File: src/rtl/dmem_arbiter_if.sv
// Requester, response and memory-side bundle of the data-memory arbiter.
// The rsp_err signal exists only when DMEM_ARB_MISALIGN_TRAP_EN is defined.
interface dmem_arbiter_if #(
  parameter int DATA_WIDTH = 64,
  parameter int NUM_REQ    = 2
);
  logic [NUM_REQ-1:0]            in_req_valid;
  logic [NUM_REQ-1:0]            out_req_ready;
  logic [NUM_REQ-1:0]            in_req_wr;
  logic [2*NUM_REQ-1:0]          in_req_size;
  logic [NUM_REQ-1:0]            in_req_unsigned;
  logic [DATA_WIDTH*NUM_REQ-1:0] in_req_addr;
  logic [DATA_WIDTH*NUM_REQ-1:0] in_req_wdata;
  logic                          out_rsp_valid;
  logic                          out_rsp_id;
  logic [DATA_WIDTH-1:0]         out_rsp_data;
`ifdef DMEM_ARB_MISALIGN_TRAP_EN
  logic                          out_rsp_err;
`endif
  logic [DATA_WIDTH-1:0]         out_mem_addr;
  logic [DATA_WIDTH-1:0]         out_mem_wdata;
  logic                          out_mem_wr_en;
  logic [DATA_WIDTH-1:0]         in_mem_rdata;
  logic                          out_busy;

  modport slave (
    input  in_req_valid, in_req_wr, in_req_size, in_req_unsigned, in_req_addr, in_req_wdata,
    input  in_mem_rdata,
    output out_req_ready, out_rsp_valid, out_rsp_id, out_rsp_data,
`ifdef DMEM_ARB_MISALIGN_TRAP_EN
    output out_rsp_err,
`endif
    output out_mem_addr, out_mem_wdata, out_mem_wr_en, out_busy
  );

  modport master (
    output in_req_valid, in_req_wr, in_req_size, in_req_unsigned, in_req_addr, in_req_wdata,
    output in_mem_rdata,
    input  out_req_ready, out_rsp_valid, out_rsp_id, out_rsp_data,
`ifdef DMEM_ARB_MISALIGN_TRAP_EN
    input  out_rsp_err,
`endif
    input  out_mem_addr, out_mem_wdata, out_mem_wr_en, out_busy
  );
endinterface

File: src/rtl/dmem_arbiter.sv
// Round-robin two-requester controller for the shared 64-bit little-endian data memory.
// Optional misalignment trap: define DMEM_ARB_MISALIGN_TRAP_EN.
module dmem_arbiter #(
  parameter int DATA_WIDTH = 64,
  parameter int NUM_REQ    = 2
) (
  input logic           in_clk,
  input logic           in_rst_n,
  dmem_arbiter_if.slave bus
);
  typedef enum logic [1:0] {
    ST_IDLE = 2'd0,
    ST_RD   = 2'd1,
    ST_WR   = 2'd2,
    ST_RSP  = 2'd3
  } state_t;

  function automatic logic [63:0] load_extend(input logic [63:0] raw, input logic [1:0] size,
                                              input logic uns);
    logic [63:0] res;
    case (size)
      2'd0:    res = uns ? {56'd0, raw[7:0]}  : {{56{raw[7]}}, raw[7:0]};
      2'd1:    res = uns ? {48'd0, raw[15:0]} : {{48{raw[15]}}, raw[15:0]};
      2'd2:    res = uns ? {32'd0, raw[31:0]} : {{32{raw[31]}}, raw[31:0]};
      default: res = raw;
    endcase
    return res;
  endfunction

  function automatic logic [63:0] store_merge(input logic [63:0] old, input logic [63:0] wdata,
                                              input logic [1:0] size);
    logic [63:0] mask;
    case (size)
      2'd0:    mask = 64'h0000_0000_0000_00FF;
      2'd1:    mask = 64'h0000_0000_0000_FFFF;
      2'd2:    mask = 64'h0000_0000_FFFF_FFFF;
      default: mask = 64'hFFFF_FFFF_FFFF_FFFF;
    endcase
    return (wdata & mask) | (old & ~mask);
  endfunction

`ifdef DMEM_ARB_MISALIGN_TRAP_EN
  function automatic logic misaligned(input logic [2:0] addr_lo, input logic [1:0] size);
    logic [2:0] mask;
    case (size)
      2'd0:    mask = 3'b000;
      2'd1:    mask = 3'b001;
      2'd2:    mask = 3'b011;
      default: mask = 3'b111;
    endcase
    return (addr_lo & mask) != 3'b000;
  endfunction
`endif

  state_t                state_r, state_nxt_s;
  logic                  last_grant_r, grant_s, accept_s, misalign_s;
  logic [NUM_REQ-1:0]    ready_s;
  logic                  sel_wr_s, sel_uns_s;
  logic [1:0]            sel_size_s;
  logic [DATA_WIDTH-1:0] sel_addr_s, sel_wdata_s;
  logic                  wr_r, uns_r, id_r;
  logic [1:0]            size_r;
  logic [DATA_WIDTH-1:0] wdata_r;
  logic [DATA_WIDTH-1:0] mem_addr_r, mem_addr_nxt_s, mem_wdata_r, mem_wdata_nxt_s;
  logic [DATA_WIDTH-1:0] rsp_data_r, rsp_data_nxt_s;
  logic                  mem_wr_en_r, mem_wr_en_nxt_s, rsp_valid_r, rsp_valid_nxt_s;
  logic                  rsp_id_r, rsp_id_nxt_s;
`ifdef DMEM_ARB_MISALIGN_TRAP_EN
  logic                  rsp_err_r, rsp_err_nxt_s;
`endif

  // Grant selection and request field mux; ready only while idle
  always_comb begin
    if (bus.in_req_valid == 2'b11) begin
      grant_s = ~last_grant_r;
    end else if (bus.in_req_valid[0]) begin
      grant_s = 1'b0;
    end else begin
      grant_s = 1'b1;
    end
    accept_s    = (state_r == ST_IDLE) && bus.in_req_valid[grant_s];
    ready_s     = {NUM_REQ{1'b0}};
    ready_s[grant_s] = accept_s;
    sel_wr_s    = bus.in_req_wr[grant_s];
    sel_uns_s   = bus.in_req_unsigned[grant_s];
    sel_size_s  = grant_s ? bus.in_req_size[3:2] : bus.in_req_size[1:0];
    sel_addr_s  = grant_s ? bus.in_req_addr[127:64] : bus.in_req_addr[63:0];
    sel_wdata_s = grant_s ? bus.in_req_wdata[127:64] : bus.in_req_wdata[63:0];
`ifdef DMEM_ARB_MISALIGN_TRAP_EN
    misalign_s  = misaligned(sel_addr_s[2:0], sel_size_s);
`else
    misalign_s  = 1'b0;
`endif
  end

  // State register
  always_ff @(posedge in_clk or negedge in_rst_n) begin
    if (!in_rst_n) begin
      state_r <= ST_IDLE;
    end else begin
      state_r <= state_nxt_s;
    end
  end

  // Next-state decode
  always_comb begin
    state_nxt_s = state_r;
    case (state_r)
      ST_IDLE: begin
        if (accept_s && misalign_s) begin
          state_nxt_s = ST_RSP;
        end else if (accept_s) begin
          state_nxt_s = (sel_wr_s && (sel_size_s == 2'd3)) ? ST_WR : ST_RD;
        end else begin
          state_nxt_s = ST_IDLE;
        end
      end
      ST_RD:   state_nxt_s = wr_r ? ST_WR : ST_RSP;
      ST_WR:   state_nxt_s = ST_RSP;
      ST_RSP:  state_nxt_s = ST_IDLE;
      default: state_nxt_s = ST_IDLE;
    endcase
  end

  // Next values of the registered memory and response outputs
  always_comb begin
    mem_addr_nxt_s  = mem_addr_r;
    mem_wdata_nxt_s = {DATA_WIDTH{1'b0}};
    mem_wr_en_nxt_s = 1'b0;
    rsp_valid_nxt_s = 1'b0;
    rsp_id_nxt_s    = 1'b0;
    rsp_data_nxt_s  = {DATA_WIDTH{1'b0}};
`ifdef DMEM_ARB_MISALIGN_TRAP_EN
    rsp_err_nxt_s   = 1'b0;
`endif
    case (state_r)
      ST_IDLE: begin
        if (accept_s && misalign_s) begin
          rsp_valid_nxt_s = 1'b1;
          rsp_id_nxt_s    = grant_s;
`ifdef DMEM_ARB_MISALIGN_TRAP_EN
          rsp_err_nxt_s   = 1'b1;
`endif
        end else if (accept_s) begin
          mem_addr_nxt_s  = sel_addr_s;
          mem_wr_en_nxt_s = (state_nxt_s == ST_WR);
          mem_wdata_nxt_s = (state_nxt_s == ST_WR) ? sel_wdata_s : {DATA_WIDTH{1'b0}};
        end else begin
          mem_addr_nxt_s  = mem_addr_r;
        end
      end
      ST_RD: begin
        // Stores read the old doubleword here so untouched upper bytes are rewritten as-is
        if (wr_r) begin
          mem_wr_en_nxt_s = 1'b1;
          mem_wdata_nxt_s = store_merge(bus.in_mem_rdata, wdata_r, size_r);
        end else begin
          rsp_valid_nxt_s = 1'b1;
          rsp_id_nxt_s    = id_r;
          rsp_data_nxt_s  = load_extend(bus.in_mem_rdata, size_r, uns_r);
        end
      end
      ST_WR: begin
        rsp_valid_nxt_s = 1'b1;
        rsp_id_nxt_s    = id_r;
      end
      ST_RSP:  rsp_valid_nxt_s = 1'b0;
      default: rsp_valid_nxt_s = 1'b0;
    endcase
  end

  // Output registers and captured request fields
  always_ff @(posedge in_clk or negedge in_rst_n) begin
    if (!in_rst_n) begin
      last_grant_r <= 1'b1;
      wr_r         <= 1'b0;
      uns_r        <= 1'b0;
      id_r         <= 1'b0;
      size_r       <= 2'd0;
      wdata_r      <= {DATA_WIDTH{1'b0}};
      mem_addr_r   <= {DATA_WIDTH{1'b0}};
      mem_wdata_r  <= {DATA_WIDTH{1'b0}};
      mem_wr_en_r  <= 1'b0;
      rsp_valid_r  <= 1'b0;
      rsp_id_r     <= 1'b0;
      rsp_data_r   <= {DATA_WIDTH{1'b0}};
`ifdef DMEM_ARB_MISALIGN_TRAP_EN
      rsp_err_r    <= 1'b0;
`endif
    end else begin
      if (accept_s) begin
        last_grant_r <= grant_s;
        wr_r         <= sel_wr_s;
        uns_r        <= sel_uns_s;
        id_r         <= grant_s;
        size_r       <= sel_size_s;
        wdata_r      <= sel_wdata_s;
      end
      mem_addr_r   <= mem_addr_nxt_s;
      mem_wdata_r  <= mem_wdata_nxt_s;
      mem_wr_en_r  <= mem_wr_en_nxt_s;
      rsp_valid_r  <= rsp_valid_nxt_s;
      rsp_id_r     <= rsp_id_nxt_s;
      rsp_data_r   <= rsp_data_nxt_s;
`ifdef DMEM_ARB_MISALIGN_TRAP_EN
      rsp_err_r    <= rsp_err_nxt_s;
`endif
    end
  end

  assign bus.out_req_ready = ready_s;
  assign bus.out_busy      = (state_r != ST_IDLE);
  assign bus.out_mem_addr  = mem_addr_r;
  assign bus.out_mem_wdata = mem_wdata_r;
  assign bus.out_mem_wr_en = mem_wr_en_r;
  assign bus.out_rsp_valid = rsp_valid_r;
  assign bus.out_rsp_id    = rsp_id_r;
  assign bus.out_rsp_data  = rsp_data_r;
`ifdef DMEM_ARB_MISALIGN_TRAP_EN
  assign bus.out_rsp_err   = rsp_err_r;
`endif
endmodule

File: src/flat_wrapper.sv
// flat-port wrapper written by rule: the top's interface ports become plain ports
module dmem_arbiter_flat 
#(
  parameter int DATA_WIDTH = 64,
  parameter int NUM_REQ    = 2
)
  (in_clk, in_rst_n, bus_in_req_valid, bus_in_req_wr, bus_in_req_size, bus_in_req_unsigned, bus_in_req_addr, bus_in_req_wdata, bus_in_mem_rdata, bus_out_req_ready, bus_out_rsp_valid, bus_out_rsp_id, bus_out_rsp_data, bus_out_mem_addr, bus_out_mem_wdata, bus_out_mem_wr_en, bus_out_busy);
  dmem_arbiter_if #(.DATA_WIDTH(DATA_WIDTH), .NUM_REQ(NUM_REQ)) bus_i ();
  input logic in_clk;
  input logic in_rst_n;
  input wire logic [$bits(bus_i.in_req_valid)-1:0] bus_in_req_valid;
  input wire logic [$bits(bus_i.in_req_wr)-1:0] bus_in_req_wr;
  input wire logic [$bits(bus_i.in_req_size)-1:0] bus_in_req_size;
  input wire logic [$bits(bus_i.in_req_unsigned)-1:0] bus_in_req_unsigned;
  input wire logic [$bits(bus_i.in_req_addr)-1:0] bus_in_req_addr;
  input wire logic [$bits(bus_i.in_req_wdata)-1:0] bus_in_req_wdata;
  input wire logic [$bits(bus_i.in_mem_rdata)-1:0] bus_in_mem_rdata;
  output wire logic [$bits(bus_i.out_req_ready)-1:0] bus_out_req_ready;
  output wire logic [$bits(bus_i.out_rsp_valid)-1:0] bus_out_rsp_valid;
  output wire logic [$bits(bus_i.out_rsp_id)-1:0] bus_out_rsp_id;
  output wire logic [$bits(bus_i.out_rsp_data)-1:0] bus_out_rsp_data;
  output wire logic [$bits(bus_i.out_mem_addr)-1:0] bus_out_mem_addr;
  output wire logic [$bits(bus_i.out_mem_wdata)-1:0] bus_out_mem_wdata;
  output wire logic [$bits(bus_i.out_mem_wr_en)-1:0] bus_out_mem_wr_en;
  output wire logic [$bits(bus_i.out_busy)-1:0] bus_out_busy;
  assign bus_i.in_req_valid = bus_in_req_valid;
  assign bus_i.in_req_wr = bus_in_req_wr;
  assign bus_i.in_req_size = bus_in_req_size;
  assign bus_i.in_req_unsigned = bus_in_req_unsigned;
  assign bus_i.in_req_addr = bus_in_req_addr;
  assign bus_i.in_req_wdata = bus_in_req_wdata;
  assign bus_i.in_mem_rdata = bus_in_mem_rdata;
  assign bus_out_req_ready = bus_i.out_req_ready;
  assign bus_out_rsp_valid = bus_i.out_rsp_valid;
  assign bus_out_rsp_id = bus_i.out_rsp_id;
  assign bus_out_rsp_data = bus_i.out_rsp_data;
  assign bus_out_mem_addr = bus_i.out_mem_addr;
  assign bus_out_mem_wdata = bus_i.out_mem_wdata;
  assign bus_out_mem_wr_en = bus_i.out_mem_wr_en;
  assign bus_out_busy = bus_i.out_busy;
  dmem_arbiter #(.DATA_WIDTH(DATA_WIDTH), .NUM_REQ(NUM_REQ)) u_core (.in_clk(in_clk), .in_rst_n(in_rst_n), .bus(bus_i));
endmodule
File: config.mk
export PLATFORM = sky130hd
export DESIGN_NAME = dmem_arbiter_flat
export DESIGN_NICKNAME = d
export VERILOG_FILES = /design/src/rtl/dmem_arbiter_if.sv /design/src/rtl/dmem_arbiter.sv /design/src/flat_wrapper.sv
export SDC_FILE = /design/constraint.sdc
export NUM_CORES = 1
export LEC_CHECK = 0
export ABC_AREA = 0
export BUFFER_PORTS_ARGS = -buffer_cell sky130_fd_sc_hd__clkbuf_2
export CORE_MARGIN = 2
export CORE_UTILIZATION = 24
export CTS_BUF_LIST = sky130_fd_sc_hd__clkbuf_8 sky130_fd_sc_hd__clkbuf_16
export DETAILED_ROUTE_END_ITERATION = 12
export SLEW_MARGIN = 20
export SYNTH_ARGS = -nofsm -noshare
export SYNTH_HDL_FRONTEND = slang
export SYNTH_SLANG_ARGS = --single-unit
File: constraint.sdc
create_clock -name in_clk -period 2.8 [get_ports in_clk]
set_input_delay 0.42 -clock in_clk [delete_from_list [all_inputs] [get_ports in_clk]]
set_output_delay 0.42 -clock in_clk [all_outputs]
set_load 0.01 [all_outputs]
# == Word-level counts from Yosys, hierarchy flattened ==
# Index checks and enable logic that the tools add are counted.
# op_classes
n_reduce_logical,8
n_lt_le_gt_ge,2
n_bitwise,6
n_mux,37
eq_ne,8
# op_table
cell,count
64-bit two-way mux,12
64-bit case mux with 3 select lines,2
64-bit bitwise AND,2
64-bit case mux with 2 select lines,1
64-bit NOT,1
64-bit bitwise OR,1
1-bit two-way mux,14
"2-bit equality test, second input constant",6
2-bit case mux with 4 select lines,1
2-bit two-way mux,3
"2-bit by 1-bit equality test with 1-bit output, second input constant",2
2-bit zero test,2
1-bit case mux with 2 select lines,2
1-bit logical AND,3
1-bit case mux with 3 select lines,1
2-bit bitwise AND,1
"1-bit by 2-bit less-than comparator with 1-bit output, second input constant",1
2-bit AND reduction,1
2-bit nonzero test,1
2-bit OR reduction,1
1-bit demux with 1-bit select,1
"1-bit >= comparator, second input constant",1
1-bit NOT,1
# word_totals
out_inout_bits,198
regBits,267
word_cells,74

# == Logic depth before layout (Yosys ltp) ==
# logic_depth
ltp_word,12
depth_mapped,8
mapped_depth_nobuf,6

# == Worst setup path before layout ==
# No wires, ideal clock.
# synth_timing
path_type,register to register
start,register u_core.state_r[0]
end,"register u_core.mem_addr_r[27], in the netlist u_core.bus.out_mem_addr[27]"
setup_slack_ns,1.084
arrival_ns,1.590
required_ns,2.674
stages_incl_launch_ff,8
path_buffers,3
setup_ns,0.126
path_cell_list,dfrtp_1 -> inv_1 -> ha_1 -> o21ai_1 -> buf_2 -> buf_2 -> buf_1 -> a221o_1
# synth_between
elab_chain_cells,3
# synth_rtl
element,line_no,rtl
start: declaration,dmem_arbiter.sv:55,"state_t state_r, state_nxt_s;"
start signal: assignment,dmem_arbiter.sv:101,state_r <= state_nxt_s;
2-bit zero test *,"dmem_arbiter.sv:81, dmem_arbiter.sv:136",
1-bit logical AND,dmem_arbiter.sv:81,accept_s = (state_r == ST_IDLE) && bus.in_req_valid[grant_s];
2-bit AND reduction (no line) *,-,
end signal: assignment,dmem_arbiter.sv:181,mem_addr_r <= {DATA_WIDTH{1'b0}};
end signal: assignment,dmem_arbiter.sv:199,mem_addr_r <= mem_addr_nxt_s;
end: declaration,dmem_arbiter.sv:64,"logic [DATA_WIDTH-1:0] mem_addr_r, mem_addr_nxt_s, mem_wdata_r, mem_wdata_nxt_s;"
# Mark *: on every way between the ends. The rest lies on a longest branch, timed or not.
# A chain may end at the register's enable or synchronous reset.

# == Worst setup path in the final report ==
# layout_timing
start,register u_core.state_r[1]
end,output port bus_out_req_ready[1]
# layout_between
elab_chain_cells,3
# layout_rtl
element,line_no,rtl
2-bit zero test,dmem_arbiter.sv:81,
1-bit logical AND,dmem_arbiter.sv:81,
2-bit bitwise AND (no line),-,
end: declaration,flat_wrapper.sv:18,output wire logic [$bits(bus_i.out_req_ready)-1:0] bus_out_req_ready;
# Every way passes these cells.

==> metrics.yaml <==
status: "finished, final reports clean"
layout.area.seq_mm2: 0.00668
r2r_end: "u_core.bus.out_mem_wdata[54]$_DFF_PN0_"
die_h_um: 219
cts_max_path_buffers: 3
synth_cell_type_count: 30
cp_max_fo: 6
ant_nets: 0
grt_overflow_total: 0
multiInputGateArea_mm2: 0.00410
seq_area_frac_synth: 0.602
instances_no_fill: 2075
final_cell_mix: "528 x clkbuf_2, 265 x dfrtp_1, 123 x mux2i_1, 104 x nand2_1, 77 x o21ai_0"
finalHoldViolCount: 0
r2r_cells: 6
cts_tree: "done"
hold_path_class: "primary input to flip-flop"
powerDensity_mw_per_mm2: 1030
dpl.hpwl_um: 29100
clock-skew-final_ns: 0.0203
dieArea_mm2: 0.0480
clockRootBuffer: "clkbuf_16"
track_usage: 0.153
peakVddDrop_uv: 510
finalWorstSetupSlack_ns: 0.439
synthesis.area_mm2: 0.0111
finish.net_count: 1786
leakagePower_nw: 8.36
worstHoldStart: "bus_in_mem_rdata[4]"
drv_cap: 0
numPortBuffers: 529
place.gp.congestion: 0.850
critPathCaptureType: "primary output"
finalWirelength_um: 38000
r2r_slack_ns: 0.64
post_cts_buffers: 0
crit_arrival_ns: 1.94
clk_latency_ns: 0.55
syn_to_final_growth_pct: 40.6
drtPass1Iterations: 5
synth_nets: 1271
rsz0062_at_grt: "no"
layout_commonest_cell: "clkbuf_2"
avgSynthCellArea_um2: 11.9
setup_viol: 0
post-route-period-util: 0.843
coreArea_mm2: 0.0455
hold_depth: 2
clk_pin_slew_ns: 0.06
vias_per_cell: 4.49
drcViolationCount: 0
ys_seq_elements: 267
grt_pass1_vias: 9495
initialDrtViolationCount: 546
cts_resized: 0
synthCells: 936
grt_pass1_wl_um: 56100
tns_ns: 0
ctsHoldBuffers: 1
layout-drive-gt1-share: 0.423
wire_per_inst_um: 18.3
rows: 78
die_width_um: 219
cts_buffers: 29
vias: 9322
r2r_start: "u_core.state_r[1]$_DFF_PN0_"
clock-sinks: 267
antenna_found_initial: 4
fillers: 4640
whs_endpoint: "u_core.bus.out_rsp_data[4]$_DFF_PN0_"
grt_max_degree: 170
ys_warn_count: 0
maxSlewViolCount: 0
post-route-min-period_ns: 2.36
place_inst: 2019
worstSetupPathType: "flip-flop to primary output"
worstMarginPinSlew_ns: 0.766
start_util: 0.244
boundaryPins: 530
whs_ns: 0.0904
start_kind: "flip-flop"
place_ws_ns: 0.608
worstPathRequired_ns: 2.38
relSlewSlack: 0.488
cts_max_level: 1
fmax_mhz: 424
==> critical path, stage by stage, from the launching register on <==
cell and delay [ns]:
dfrtp_1 0.39, inv_1 0.09, ha_1 0.42, o21ai_4 0.16, a21oi_4 0.19, clkbuf_2 0.16
==> registers in the layout (all words and copies together) (netlist names), 2 cells and up <==
signal,flops
u_core.bus.out_rsp_data,64
u_core.bus.out_mem_addr,64
u_core.bus.out_mem_wdata,64
u_core.wdata_r,64
u_core.state_r,2
u_core.size_r,2
==> cell usage after synthesis <==
cell type  count  area [µm²]
nand3_1        1        5.00
buf_2         21         105
mux2i_1      123        1230
nor2b_1        2        12.5
and2_1        74         463
o21a_1        33         248
nand2b_1       2        12.5
or3_1          1        6.26
nand2_1      107         402
or2_2          1        6.26
buf_1          6        22.5
a21oi_4        1        16.3
dfstp_2        1        26.3
o21ai_0       77         385
nor2_2         1        6.26
nor2_1         7        26.3
o32ai_1        1        8.76
mux2_2         1        11.3
o21ai_1        2        10.0
clkbuf_1      42         158
ha_1           3        37.5
a221o_1       65         651
inv_1          5        18.8
o22ai_1       56         350
a21oi_1       26         130
and3_1         2        12.5
buf_4          5        37.5
nand3b_1       1        7.51
buf_6          3        33.8
dfrtp_1      266        6660
==> report_power, final <==
part | internal (W) | leakage [nW] | switching (W)
combinational | 0.00245 | 4.36 | 0.00335
clock | 0.00263 | 0.545 | 0.00155
sequential | 0.00533 | 3.46 | 0.000762
total | 0.0104 | 8.36 | 0.00566
==> per-layer routing <==
layer	GRT usage	part of all wire	up-vias
li1	-	-	4393
met1	0.191	0.41	4476
met2	0.262	0.48	395
met3	0.0284	0.068	56
met4	0.0572	0.034	2
met5	0	0.00018	-
==> worst max-delay path by stage <==
stage                                startpoint                                      end  slack (ns)
floorplan           u_core.state_r[0]$_DFF_PN0_  u_core.bus.out_mem_addr[27]$_DFFE_PN0P_        1.08
global placement             bus_in_req_size[1]   u_core.bus.out_mem_wdata[61]$_DFF_PN0_        0.67
detailed placement           bus_in_req_size[1]   u_core.bus.out_mem_wdata[54]$_DFF_PN0_        0.61
CTS                 u_core.state_r[1]$_DFF_PN0_                     bus_out_req_ready[1]        0.39
global route        u_core.state_r[1]$_DFF_PN0_                     bus_out_req_ready[1]        0.31
finish              u_core.state_r[1]$_DFF_PN0_                     bus_out_req_ready[1]        0.44
==> cells by family after synthesis <==
group / after synthesis / share of synthesized area
AO/OA/AOI/OAI: 261 / 0.162
adder cells (fa/ha/maj): 3 / 0.00338
buffers and inverters: 82 / 0.0338
flip-flops: 267 / 0.602
multiplexers: 124 / 0.112
AND/OR/NAND/NOR: 199 / 0.0865
==> through the flow <==
step	cell area (µm²)	utilization	total power, W
4_1_cts	15600	0.343	0.0163
3_5_place_dp	14500	0.319	0.0121
3_3_place_gp	14500	0.319	0.0119
5_1_grt	15600	0.343	0.0171
6_report	15600	0.343	0.0161
2_1_floorplan	11100	-	0.00951
==> cell type report <==
class,instances,share of cell area
flip-flops and latches,267,0.428
repair buffers,561,0.191
diodes,1,0.000160
well taps,600,0.0481
clock buffers,36,0.0527
clock inverters,18,0.0159
multi-input cells,587,0.263
inverters,5,0.00120
(Power assumes the default switching activity.)
